**src/rtl/vec_pkg.sv**
```systemverilog
// Shared definitions for the packed 3-component signed vector datapaths
// (signed_vector_addition and signed_vector_subtraction_pipe).
package vec_pkg;

  localparam int COMP_W = 19;
  localparam int VEC_W  = 3 * COMP_W;

  localparam int X_HI = 3 * COMP_W - 1;
  localparam int X_LO = 2 * COMP_W;
  localparam int Y_HI = 2 * COMP_W - 1;
  localparam int Y_LO = COMP_W;
  localparam int Z_HI = COMP_W - 1;
  localparam int Z_LO = 0;

  localparam logic signed [COMP_W-1:0] COMP_MAX = 19'sd262143;
  localparam logic signed [COMP_W-1:0] COMP_MIN = -19'sd262144;

  typedef struct packed {
    logic signed [COMP_W-1:0] x;
    logic signed [COMP_W-1:0] y;
    logic signed [COMP_W-1:0] z;
  } vec3_t;

endpackage

```
**src/rtl/signed_comp_sub_sat.sv**
```systemverilog
// One vector component: full-precision difference in the first stage,
// overflow detection and optional clamping in the second stage.
module signed_comp_sub_sat #(
  parameter int COMP_W   = 19,
  parameter bit SATURATE = 1'b1
) (
  input  logic                     clk,
  input  logic                     rst_n,
  input  logic                     ld_p1,
  input  logic                     ld_p2,
  input  logic signed [COMP_W-1:0] a,
  input  logic signed [COMP_W-1:0] b,
  output logic signed [COMP_W-1:0] res_p2,
  output logic                     ovf_p2
);

  localparam logic signed [COMP_W-1:0] SAT_MAX = {1'b0, {(COMP_W-1){1'b1}}};
  localparam logic signed [COMP_W-1:0] SAT_MIN = {1'b1, {(COMP_W-1){1'b0}}};

  logic signed [COMP_W:0]   d_p1;
  logic                     ovf_c;
  logic signed [COMP_W-1:0] res_c;

  function automatic logic signed [COMP_W-1:0] sat_narrow(input logic signed [COMP_W:0] d);
    if (SATURATE && (d[COMP_W] ^ d[COMP_W-1]))
      return d[COMP_W] ? SAT_MIN : SAT_MAX;
    else
      return d[COMP_W-1:0];
  endfunction

  // Stage 1: one extra bit keeps every difference exact.
  always_ff @(posedge clk) begin
    if (ld_p1) d_p1 <= {a[COMP_W-1], a} - {b[COMP_W-1], b};
  end

  assign ovf_c = d_p1[COMP_W] ^ d_p1[COMP_W-1];
  assign res_c = sat_narrow(d_p1);

  // Stage 2: narrowed result, cleared on reset so a reset output reads zero.
  always_ff @(posedge clk or negedge rst_n) begin
    if (!rst_n) begin
      res_p2 <= '0;
      ovf_p2 <= 1'b0;
    end else if (ld_p2) begin
      res_p2 <= res_c;
      ovf_p2 <= ovf_c;
    end
  end

endmodule

```
**src/rtl/signed_vector_subtraction_pipe.sv**
```systemverilog
// Two-stage valid/ready streaming subtractor for packed {x,y,z} signed vectors:
// out = in_vector_1 - in_vector_2 per component, with overflow flags.
module signed_vector_subtraction_pipe
  import vec_pkg::*;
#(
  parameter int  COMP_W   = vec_pkg::COMP_W,
  parameter bit  SATURATE = 1'b1,
  localparam int VEC_W    = 3 * COMP_W
) (
  input  logic             clk,
  input  logic             rst_n,
  input  logic             in_valid,
  output logic             in_ready,
  input  logic [VEC_W-1:0] in_vector_1,
  input  logic [VEC_W-1:0] in_vector_2,
  output logic             out_valid,
  input  logic             out_ready,
  output logic [VEC_W-1:0] out_vector,
  output logic [2:0]       out_ovf
);

  logic vld_p1, vld_p2;
  logic adv1, adv2;
  logic ld_p1, ld_p2;

  // A stage may take new data when it is empty or its contents move on.
  assign adv2     = !vld_p2 || out_ready;
  assign adv1     = !vld_p1 || adv2;
  assign in_ready = adv1;
  assign ld_p1    = in_valid && in_ready;
  assign ld_p2    = vld_p1 && adv2;

  always_ff @(posedge clk or negedge rst_n) begin
    if (!rst_n) begin
      vld_p1 <= 1'b0;
      vld_p2 <= 1'b0;
    end else begin
      if (ld_p1)      vld_p1 <= 1'b1;
      else if (ld_p2) vld_p1 <= 1'b0;
      if (ld_p2)          vld_p2 <= 1'b1;
      else if (out_ready) vld_p2 <= 1'b0;
    end
  end

  assign out_valid = vld_p2;

  // Index 2 is x (MSBs), 0 is z, matching the {x, y, z} packing of out_ovf.
  for (genvar i = 0; i < 3; i++) begin : g_comp
    signed_comp_sub_sat #(
      .COMP_W   (COMP_W),
      .SATURATE (SATURATE)
    ) u_comp (
      .clk    (clk),
      .rst_n  (rst_n),
      .ld_p1  (ld_p1),
      .ld_p2  (ld_p2),
      .a      (in_vector_1[i*COMP_W +: COMP_W]),
      .b      (in_vector_2[i*COMP_W +: COMP_W]),
      .res_p2 (out_vector[i*COMP_W +: COMP_W]),
      .ovf_p2 (out_ovf[i])
    );
  end

endmodule

```
**config.mk**
```make
export PLATFORM = sky130hd
export DESIGN_NAME = signed_vector_subtraction_pipe
export DESIGN_NICKNAME = d
export VERILOG_FILES = /design/src/rtl/vec_pkg.sv /design/src/rtl/signed_comp_sub_sat.sv /design/src/rtl/signed_vector_subtraction_pipe.sv
export SDC_FILE = /design/constraint.sdc
export NUM_CORES = 1
export LEC_CHECK = 0
export ABC_CLOCK_PERIOD_IN_PS = 2900
export CORE_MARGIN = 2
export CORE_UTILIZATION = 45
export CTS_CLUSTER_DIAMETER = 60
export DETAILED_ROUTE_END_ITERATION = 6
export GPL_ROUTABILITY_DRIVEN = 0
export PLACE_DENSITY = 0.74
export REMOVE_ABC_BUFFERS = 1
export SYNTH_ARGS = -nofsm -noshare
export SYNTH_HDL_FRONTEND = slang
export SYNTH_SLANG_ARGS = --single-unit
```
**constraint.sdc**
```tcl
create_clock -name clk -period 2.9 [get_ports clk]
set_input_delay 0.58 -clock clk [delete_from_list [all_inputs] [get_ports clk]]
set_output_delay 0.58 -clock clk [all_outputs]
set_load 0.02 [all_outputs]
```
==> reports/qor.yml, run 1 <==
cells_and_area:
  finalCoreUtilization: 0.629
  postLayoutCellArea_um2: 10300
  diodes: 0
  nets: 1175
  syn_to_final_growth_pct: 38.0
  multiInputGateArea_um2: 3700
  ff_latch_area_um2: 3350
  fillers: 1391
  drive_gt1_frac: 0.0857
global_route:
  antenna_found_initial: 2
  overflow: 0
  grt_max_degree: 79
  grt_pass1_vias: 6190
  grt_pass1_wl_um: 28400
  grt_use_total: 0.200
placement:
  placed_area_um2: 9720
  dpl.hpwl_um: 13000
  dp_slack_ps: -242
  place.port_buffers: 179
cts:
  cts-root-buf: "clkbuf_16"
  cts_num_sinks: 122
  cts_max_level: 4
  numCtsBuffers: 17
  cts_hold_buf: 0
  clock_tree.buffer_depth: 2
  post_cts_resized: 0
  cts_tree: "built"
  post_cts_buffers: 0
  clk_pin_slew_worst_paths_ps: 60
  insertion_delay_ps: 410
synthesis:
  synth_mux_area_frac: 0
  synth_area_leaders: "edfxtp_1, dfrtp_1, ha_1, a21oi_1, o21ai_0"
  synthAdderAreaFrac: 0.113
  yosys_warnings: 0
  synth_top_family_by_area: "compound AO/OA/AOI/OAI gates"
  synthSimpleGateAreaFrac: 0.112
  yosysTopAreaCellShare: 0.241
  synth_cell_types: 56
  synthCells: 789
  synthXorXnorAreaFrac: 0.0516
  syn_area_per_cell_um2: 9.47
  synthFlopType: "dfrtp_1"
  yosys.area.top_type: "edfxtp_1"
  ys_ff_latch: 122
  synthArstFlopShare: 0.508
  synth_compound_area_frac: 0.218
  synth-edff-count: 60
  seq_area_frac_synth: 0.449
  synth_area_um2: 7470
timing:
  fin_crit_sh: 0.940
  setup_viol_count_final: 0
  fin_hold_ws_ps: 165
  tightest_slew_ps: 1110
  maxSlewViolCount: 0
  fmax_mhz: 367
  tns_ps: 0
  period_minus_slack_ps: 2730
  finClkSkew_ps: 6.01
  rsz0062_at_grt: "no"
  final_hold_viol_count: 0
  slew_headroom: 0.257
  setup_ws_ps: 173
job:
  max-cap-violations: 0
detailed_routing:
  wire_per_inst_um: 14.0
  drt-pass1-iter-count: 4
  vias: 6349
  wl_um: 17100
  drc_errors: 0
  viasPerCell: 5.19
  drt_iter0_drc: 277
  ant_nets: 0
setup_path:
  r2r_setup_slack_ps: 870
  crit_arrival_ps: 2980
  cp.required_ps: 3150
  r2r_cells: 4
  start_kind: "input port"
  critPathKind: "in -> reg"
  worstReg2RegStart: "g_comp[2].u_comp.d_p1[19]"
  critPathCapture: "g_comp[0].u_comp.d_p1[12]"
  cp-end-kind: "flop"
  worst-path-max-fanout: 5
  cp-startpoint: "in_vector_1[0]"
  regToRegEndpoint: "g_comp[2].u_comp.res_p2[1]"
pwr:
  ir_drop_mv: 0.497
  power_density_nw_per_um2: 646
  p_leak_nw: 4.53
outcome:
  outcome: "finished, final reports clean"
floorplanning:
  core_area_um2: 16400
  die_width_um: 133
  io_pins: 180
  core.rowCount: 47
  dieArea_um2: 17700
  start_util: 0.456
  die_height_um: 133
hold_path:
  hold_path_class: "in -> async"
[synthesized netlist by cell type, types with 4 or more instances]
library cell	instances
a21o_1	13
o21ai_0	78
nand3_1	12
o211ai_1	5
and3_1	6
and2_1	4
inv_1	74
o21a_1	10
clkbuf_1	32
ha_1	63
nor2_1	43
a31oi_1	5
edfxtp_1	60
o31ai_1	5
dfrtp_1	62
a21oi_1	93
o211a_1	5
xnor2_1	28
nor2b_1	13
xor2_1	16
nand2b_1	8
nand2_1	88
nor3_1	9
a21boi_0	4
[layout by cell type (no fill, tap or decap), drive strengths merged, types with 9 or more instances in the layout]
cell	n
clkinv	9
o21a	10
nand3	12
nor2	43
nand2	88
clkbuf	19
inv	74
a21o	13
xnor2	28
nor3	9
dfrtp	62
nor2b	13
o21ai	80
buf	41
xor2	16
edfxtp	60
a21oi	95
ha	63
clkdlybuf4s50	178
[final cells by class]
cell class              instances  area share
clock buffers                  19      0.0429
clock inverters                13      0.0147
inverters                      74      0.0269
multi-input cells             557       0.359
flip-flops and latches        122       0.325
well taps                     220      0.0267
repair buffers                219       0.205
[state kept, by name (all words and copies together) (netlist names)]
register and cells:
g_comp.u_comp.d_p1 60, g_comp.u_comp.res_p2 57, g_comp.u_comp.ovf_p2 3, out_valid 1, vld_p1 1
[stage by stage]
step           total power [mW]  std cells
6_report                   6.67       1224
5_1_grt                    7.04       1224
4_1_cts                    6.73       1224
3_5_place_dp               4.60       1192
3_3_place_gp               4.54       1192
2_1_floorplan              3.58        753
[power breakdown]
part	leakage [nW]	switching, mW	internal (mW)	total, mW
registers	1.34	0.169	2.21	2.38
clock network	0.292	0.747	1.36	2.11
logic	2.90	1.14	1.03	2.18
[worst max-delay path: stages]
cell             delay (ps)
clkdlybuf4s50_1         450
inv_1                    40
ha_1                    210
fa_1                    390
nor2b_1                 190
o31ai_1                 140
a21oi_2                 300
a41oi_1                 200
or3b_1                  380
o2111ai_1                90
[cell families (layout without fill, tap and decap cells)]
group / Yosys count / after routing
xor gates and xnor gates: 44 / 44
AOI/OAI and AO/OA: 258 / 258
and+or+nand+nor: 189 / 189
adders and majority gates: 66 / 66
buffers and inverters: 110 / 325
DFF: 122 / 122
[how the worst min path moves through the flow]
| stage | cells after the start | slack [ps] | from | endpoint |
|---|---|---|---|---|
| after global routing | 1 | 200 | rst_n | g_comp[0].u_comp.res_p2[4] |
| after floorplan | 0 | 280 | rst_n | g_comp[0].u_comp.ovf_p2 |
| after global placement | 2 | 450 | g_comp[2].u_comp.res_p2[18] | g_comp[2].u_comp.res_p2[18] |
| after detailed placement | 2 | 460 | g_comp[0].u_comp.res_p2[18] | g_comp[0].u_comp.res_p2[18] |
| final | 1 | 160 | rst_n | g_comp[0].u_comp.res_p2[4] |
| after CTS | 1 | 180 | rst_n | g_comp[0].u_comp.res_p2[4] |
[per-layer routing]
metal / share of wire / vias up / wire [µm] / GRT usage
met5: 0.0018 / - / 30 / 0
met4: 0.019 / 4 / 328 / 0.0711
met3: 0.068 / 30 / 1170 / 0.0644
met2: 0.48 / 168 / 8290 / 0.344
met1: 0.43 / 2957 / 7300 / 0.235
li1: - / 3190 / - / -
(Power assumes the default switching activity.)
==> run 2, diff against run 1 <==
- ABC_CLOCK_PERIOD_IN_PS: 2900 -> 2700
- CORE_UTILIZATION: 45 -> 25
- PLACE_DENSITY: 0.74 -> unset
- clock period: 2.9 -> 2.7 ns (I/O delays scaled with it)
==> run 2 against run 1 <==
  * Combinational power is 12% higher
  * Via count grew 1.3%
  * Largest power group unchanged
  * Non-clock buffer count rose by 45
  * Register-to-register slack worse by 280 ps
  * Sequential share of layout area is 1.9 points lower
  * Hold slack gained 73 ps
  * Sequential cell count did not move
  * Critical path depth did not move
==> reports/qor.yml, run 2 (same netlist as run 1, synthesis figures left out) <==
outcome:
  outcome: "finished, final reports clean"
setup_path:
  r2r_cells: 4  # unchanged
  r2r_setup_slack_ps: 590  # -280 ps
  cp.required_ps: 2950  # -200 ps
  start_kind: "input port"
  worstReg2RegStart: "g_comp[1].u_comp.d_p1[19]"
  regToRegEndpoint: "g_comp[1].u_comp.res_p2[14]"
  worst-path-max-fanout: 3  # -2
  cp-end-kind: "flop"
  critPathKind: "in -> reg"
  crit_arrival_ps: 2870  # -110 ps
floorplanning:
  die_height_um: 177  # +33%
  core_area_um2: 29600  # +80%
  die_width_um: 177  # +33%
  dieArea_um2: 31300  # +77%
  io_pins: 180  # unchanged
  core.rowCount: 63  # +34%
  start_util: 0.253  # -0.203
timing:
  tightest_slew_ps: 1250  # +136 ps
  setup_viol_count_final: 0  # unchanged
  final_hold_viol_count: 0  # unchanged
  maxSlewViolCount: 0  # unchanged
  period_minus_slack_ps: 2610
  fmax_mhz: 382
  slew_headroom: 0.166  # -0.0908
  rsz0062_at_grt: "no"
  setup_ws_ps: 85.3  # -87.6 ps
  finClkSkew_ps: 6.28  # +0.265 ps
  fin_crit_sh: 0.968
  fin_hold_ws_ps: 238  # +73.2 ps
pwr:
  ir_drop_mv: 0.398  # -20%
  power_density_nw_per_um2: 684  # +5.9%
  p_leak_nw: 4.78  # +5.5%
  finalPower_mw: 7.50  # +13%
cts:
  clock_tree.buffer_depth: 2  # unchanged
  post_cts_buffers: 0  # unchanged
  numCtsBuffers: 17  # unchanged
  cts_hold_buf: 0  # unchanged
  cts-root-buf: "clkbuf_16"
  clk_pin_slew_worst_paths_ps: 60  # about the same
  cts_num_sinks: 122  # unchanged
  cts_tree: "built"
  insertion_delay_ps: 410  # about the same
  cts_max_level: 4  # unchanged
detailed_routing:
  wl_um: 19200  # +12%
  drt-pass1-iter-count: 4  # unchanged
  ant_nets: 0  # unchanged
  drc_errors: 0  # unchanged
  viasPerCell: 4.46  # -14%
  vias: 6433  # +1.3%
  drt_iter0_drc: 327  # +18%
  wire_per_inst_um: 13.3  # -4.7%
global_route:
  grt_pass1_vias: 6328  # +2.2%
  grt_use_total: 0.124  # -0.0757
  grt_max_degree: 63  # -20%
  grt_pass1_wl_um: 30900  # +8.7%
  overflow: 0  # unchanged
  antenna_found_initial: 3  # +1
job:
  max-cap-violations: 0  # unchanged
cells_and_area:
  finalCoreUtilization: 0.371  # -0.258
  largestRegisters: "g_comp.u_comp.d_p1 x60, g_comp.u_comp.res_p2 x57, g_comp.u_comp.ovf_p2 x3"
  syn_to_final_growth_pct: 46.7
  top_register: "g_comp.u_comp.d_p1"
  largest_reg_flops: 60  # unchanged
  final_common_cell: "clkdlybuf4s50_1"
  final_cell_mix: "clkdlybuf4s50_1, a21oi_1, nand2_1"
  drive_gt1_frac: 0.133  # +0.0468
  nets: 1220  # +3.8%
placement:
  dpl.hpwl_um: 15100  # +15%
  dp_slack_ps: -402  # -159 ps
  place.port_buffers: 179  # unchanged
hold_path:
  hold_path_class: "in -> async"
run 2: changes by cell type in the layout (fill, tap and decap cells not counted), moves of 2 or more:
cell / previous run / this run
clkinv_1: 2 / 0
buf_4: 38 / 83
bufinv_16: 3 / 5
diode_2: 0 / 2
nor2b_2: 0 / 2
nor2b_1: 13 / 11
run 2: worst max-delay path by stage:
stage	start	to	slack, ps	cells past startpoint
2_1_floorplan	out_ready	g_comp[0].u_comp.res_p2[0]	-20	3
3_3_place_gp	in_vector_1[0]	g_comp[0].u_comp.d_p1[12]	-370	10
3_5_place_dp	in_vector_1[0]	g_comp[0].u_comp.d_p1[12]	-400	10
4_1_cts	in_vector_1[0]	g_comp[0].u_comp.d_p1[12]	30	10
5_1_grt	in_vector_1[38]	g_comp[2].u_comp.d_p1[18]	30	10
6_report	in_vector_1[38]	g_comp[2].u_comp.d_p1[18]	90	10
run 2: layer usage:
layer | part of all wire | up-vias | global-route usage
met3 | 0.053 | 14 | 0.0316
met1 | 0.45 | 2994 | 0.152
met4 | 0.010 | 0 | 0.0393
li1 | - | 3286 | -
met2 | 0.49 | 139 | 0.214
met5 | 0 | - | 0
run 2: worst max-delay path, cell delays in order:
cell             delay (ps)
clkdlybuf4s50_1         450
inv_1                    40
ha_1                    220
fa_1                    420
nor2b_2                 150
o31ai_1                 120
a211oi_2                330
o211ai_1                150
a311o_1                 370
o211ai_1                 70
run 2: stage by stage:
stage / TNS [ps] / cells / area, µm²
3_3_place_gp: -4640 / 1407 / 10300
4_1_cts: 0 / 1439 / 10900
2_1_floorplan: -1210 / 753 / 7330
3_5_place_dp: -5410 / 1407 / 10300
6_report: 0 / 1441 / 11000
5_1_grt: 0 / 1439 / 11000
run 2: layout make-up:
type,count,area (µm²)
Inverter,74,278
Timing Repair Buffer,264,2460
Sequential cell,122,3350
Antenna cell,2,5.00
Tap cell,390,488
Clock buffer,17,425
Clock inverter,15,224
Multi-Input combinational cell,557,3720
Fill cell,3003,18600
run 2: report_power, final:
group	leakage [nW]	internal, mW	total (mW)	switching (mW)
clock	0.313	1.64	2.50	0.856
combinational	3.12	1.18	2.44	1.26
sequential	1.34	2.38	2.56	0.186
total	4.78	5.20	7.50	2.31
run 2: timing repair:
item | CTS | global route
setup endpoints to repair | 0 | 4
gates resized for setup | 0 | 6
endpoints found under the hold margin | 0 | 0
==> run 3, diff against run 2 <==
- RECOVER_POWER: unset -> 100
==> run 3 against run 2 <==
  * The flow now finishes with violations (capacitance limit, slew limit)
  * Routed wire length is essentially flat
  * Cell count hardly changed
  * Combinational power is 5% lower
  * Count of clock-buffer cells in the layout stayed put
  * Hold slack gained 220 ps
  * Register-to-register slack lost 160 ps
  * Maximum frequency up 0.46%
  * Clock power barely moved
==> reports/qor.yml, run 3 (same netlist as run 1, synthesis figures left out) <==
timing:
  setup_viol_count_final: 0  # unchanged
  tns_ps: 0  # unchanged
  finClkSkew_ps: 6.82  # +0.536 ps
  rsz0062_at_grt: "no"
  slew_headroom: -0.0925  # -0.258
  maxSlewViolCount: 63  # +63
  fmax_mhz: 384  # +0.46%
  tightest_slew_ps: 1640  # +392 ps
  period_minus_slack_ps: 2600  # -12.1 ps
  final_hold_viol_count: 0  # unchanged
  fin_crit_sh: 0.964  # -0.00447
  fin_hold_ws_ps: 460  # +222 ps
setup_path:
  cp.required_ps: 2960  # about the same
  critPathKind: "in -> reg"
  slowest_delay_ps: 450  # about the same
  worst-path-max-fanout: 3  # unchanged
  path_cells: "clkdlybuf4s50_1 > inv_1 > ha_1 > fa_1 > nor2b_2 > o31ai_1 > a211oi_2 > o211ai_1 > a311o_1 > o211ai_1"
  cp_common_cell: "o211ai_1"
  critPathBufInv: 2  # unchanged
  start_kind: "input port"
  r2r_cells: 6  # +2
  cp-end-kind: "flop"
  regToRegEndpoint: "g_comp[0].u_comp.res_p2[10]"
  cp_top_family: "compound AO/OA/AOI/OAI gates"
  worstReg2RegStart: "g_comp[0].u_comp.d_p1[19]"
  cp_slowest_cell: "clkdlybuf4s50_1"
  crit_arrival_ps: 2860  # about the same
  r2r_setup_slack_ps: 430  # -160 ps
cells_and_area:
  final_common_cell: "clkdlybuf4s50_1"
  finalCoreUtilization: 0.368  # -0.00279
  drive_gt1_frac: 0.124  # -0.00858
  largest_reg_flops: 60  # unchanged
  syn_to_final_growth_pct: 45.6
  largestRegisters: "g_comp.u_comp.d_p1 x60, g_comp.u_comp.res_p2 x57, g_comp.u_comp.ovf_p2 x3"
  fillers: 3013  # +0.33%
  final_cell_mix: "clkdlybuf4s50_1, a21oi_1, nand2_1"
  nets: 1220  # unchanged
  top_register: "g_comp.u_comp.d_p1"
placement:
  place.port_buffers: 179  # unchanged
  dpl.hpwl_um: 15100  # unchanged
pwr:
  p_leak_nw: 4.80  # +0.54%
  finalPower_mw: 7.37  # -1.7%
  power_density_nw_per_um2: 678  # -0.97%
  ir_drop_mv: 0.402  # +1.0%
detailed_routing:
  drt-met1-wl_um: 8660  # +0.27%
  wire_per_inst_um: 13.3  # about the same
  vias: 6439  # +0.093%
  wl_um: 19200  # about the same
  drt_iter0_drc: 331  # +1.2%
  routed.top_layer: "met4"
  wl_met2_um: 9360  # +0.19%
  ant_nets: 0  # unchanged
  drc_errors: 0  # unchanged
  viasPerCell: 4.47  # about the same
  drt-pass1-iter-count: 4  # unchanged
  wl_met3_um: 961  # -6.3%
job:
  max-cap-violations: 1  # +1
floorplanning:
  die_width_um: 177  # unchanged
  core.rowCount: 63  # unchanged
  io_pins: 180  # unchanged
  core_area_um2: 29600  # unchanged
  dieArea_um2: 31300  # unchanged
  start_util: 0.253  # unchanged
  die_height_um: 177  # unchanged
hold_path:
  holdPathEnd: "g_comp[2].u_comp.res_p2[18]"
  hold_path_class: "reg -> reg"
  hp-start: "g_comp[2].u_comp.res_p2[18]"
  worstHoldPathCells: 2
cts:
  clk_pin_slew_worst_paths_ps: 60  # about the same
  cts-root-buf: "clkbuf_16"
  cts_max_level: 4  # unchanged
  post_cts_buffers: 0  # unchanged
  cts_num_sinks: 122  # unchanged
  cts_tree: "built"
  numCtsBuffers: 17  # unchanged
  insertion_delay_ps: 410  # about the same
  clock_tree.buffer_depth: 2  # unchanged
global_route:
  grt_pass1_wl_um: 30900  # unchanged
  grt_use_total: 0.124  # unchanged
  grt_pass1_vias: 6328  # unchanged
  grt_max_degree: 63  # unchanged
  overflow: 0  # unchanged
  antenna_found_initial: 3  # unchanged
outcome:
  outcome: "finished with violations"
  violations: "capacitance limit, slew limit"
run 3: cell count changes in the layout (fill, tap and decap cells not counted), moves of 3 or more:
cell / before / now
clkbuf_1: 0 / 6
clkbuf_2: 0 / 4
clkbuf_4: 0 / 7
dlygate4sd3_1: 0 / 65
buf_4: 83 / 69
clkdlybuf4s50_1: 178 / 113
buf_12: 3 / 0
run 3: worst register-to-register path, cell delays in order, from the launching register on:
cell and delay [ps]:
edfxtp_1 410, ha_1 290, clkbuf_1 690, nor2_1 110
clkbuf_2 300, a21oi_1 220, o21ai_0 90
run 3: area by class of cell:
cell class	instances	area [µm²]	area share
Multi-Input combinational cell	557	3710	0.341
Sequential cell	122	3350	0.308
Timing Repair Buffer	264	2390	0.220
Tap cell	390	488	0.0448
Clock buffer	17	425	0.0391
Inverter	74	278	0.0255
Clock inverter	15	224	0.0206
Antenna cell	3	7.51	0.000690
run 3: report_power, final:
part	internal, mW	total [mW]	switching (mW)
Clock	1.64	2.50	0.861
Sequential	2.38	2.55	0.175
Combinational	1.06	2.32	1.26
Total	5.08	7.37	2.30
run 3: worst max-delay path by stage:
stage	start	endpoint	slack, ps	depth (start not counted)
after detailed placement	in_vector_1[0]	g_comp[0].u_comp.d_p1[12]	-400	10
after CTS	in_vector_1[0]	g_comp[0].u_comp.d_p1[12]	30	10
final	in_vector_1[38]	g_comp[2].u_comp.d_p1[18]	100	10
after global placement	in_vector_1[0]	g_comp[0].u_comp.d_p1[12]	-370	10
after floorplan	out_ready	g_comp[0].u_comp.res_p2[0]	-20	3
after global routing	in_vector_2[39]	g_comp[2].u_comp.d_p1[13]	20	9
run 3: metal layers:
metal	track usage	vias to the layer above
met3	0.0316	17
met1	0.152	3001
met4	0.0393	0
met5	0	-
li1	-	3283
met2	0.214	138
run 3: repair_timing:
| item | CTS | global route |
|---|---|---|
| hold buffers | 0 | 0 |
| endpoints found under the setup margin | 0 | 4 |
| resized for setup | 0 | 6 |
run 3: metrics by stage:
| step | std cells | area (µm²) | setup slack, ps |
|---|---|---|---|
| after detailed placement | 1407 | 10300 | -402 |
| final | 1442 | 10900 | 97.3 |
| after CTS | 1439 | 10900 | 26.5 |
| after global routing | 1439 | 10900 | 24.6 |
| after floorplan | 753 | 7330 | -22.5 |
| after global placement | 1407 | 10300 | -369 |
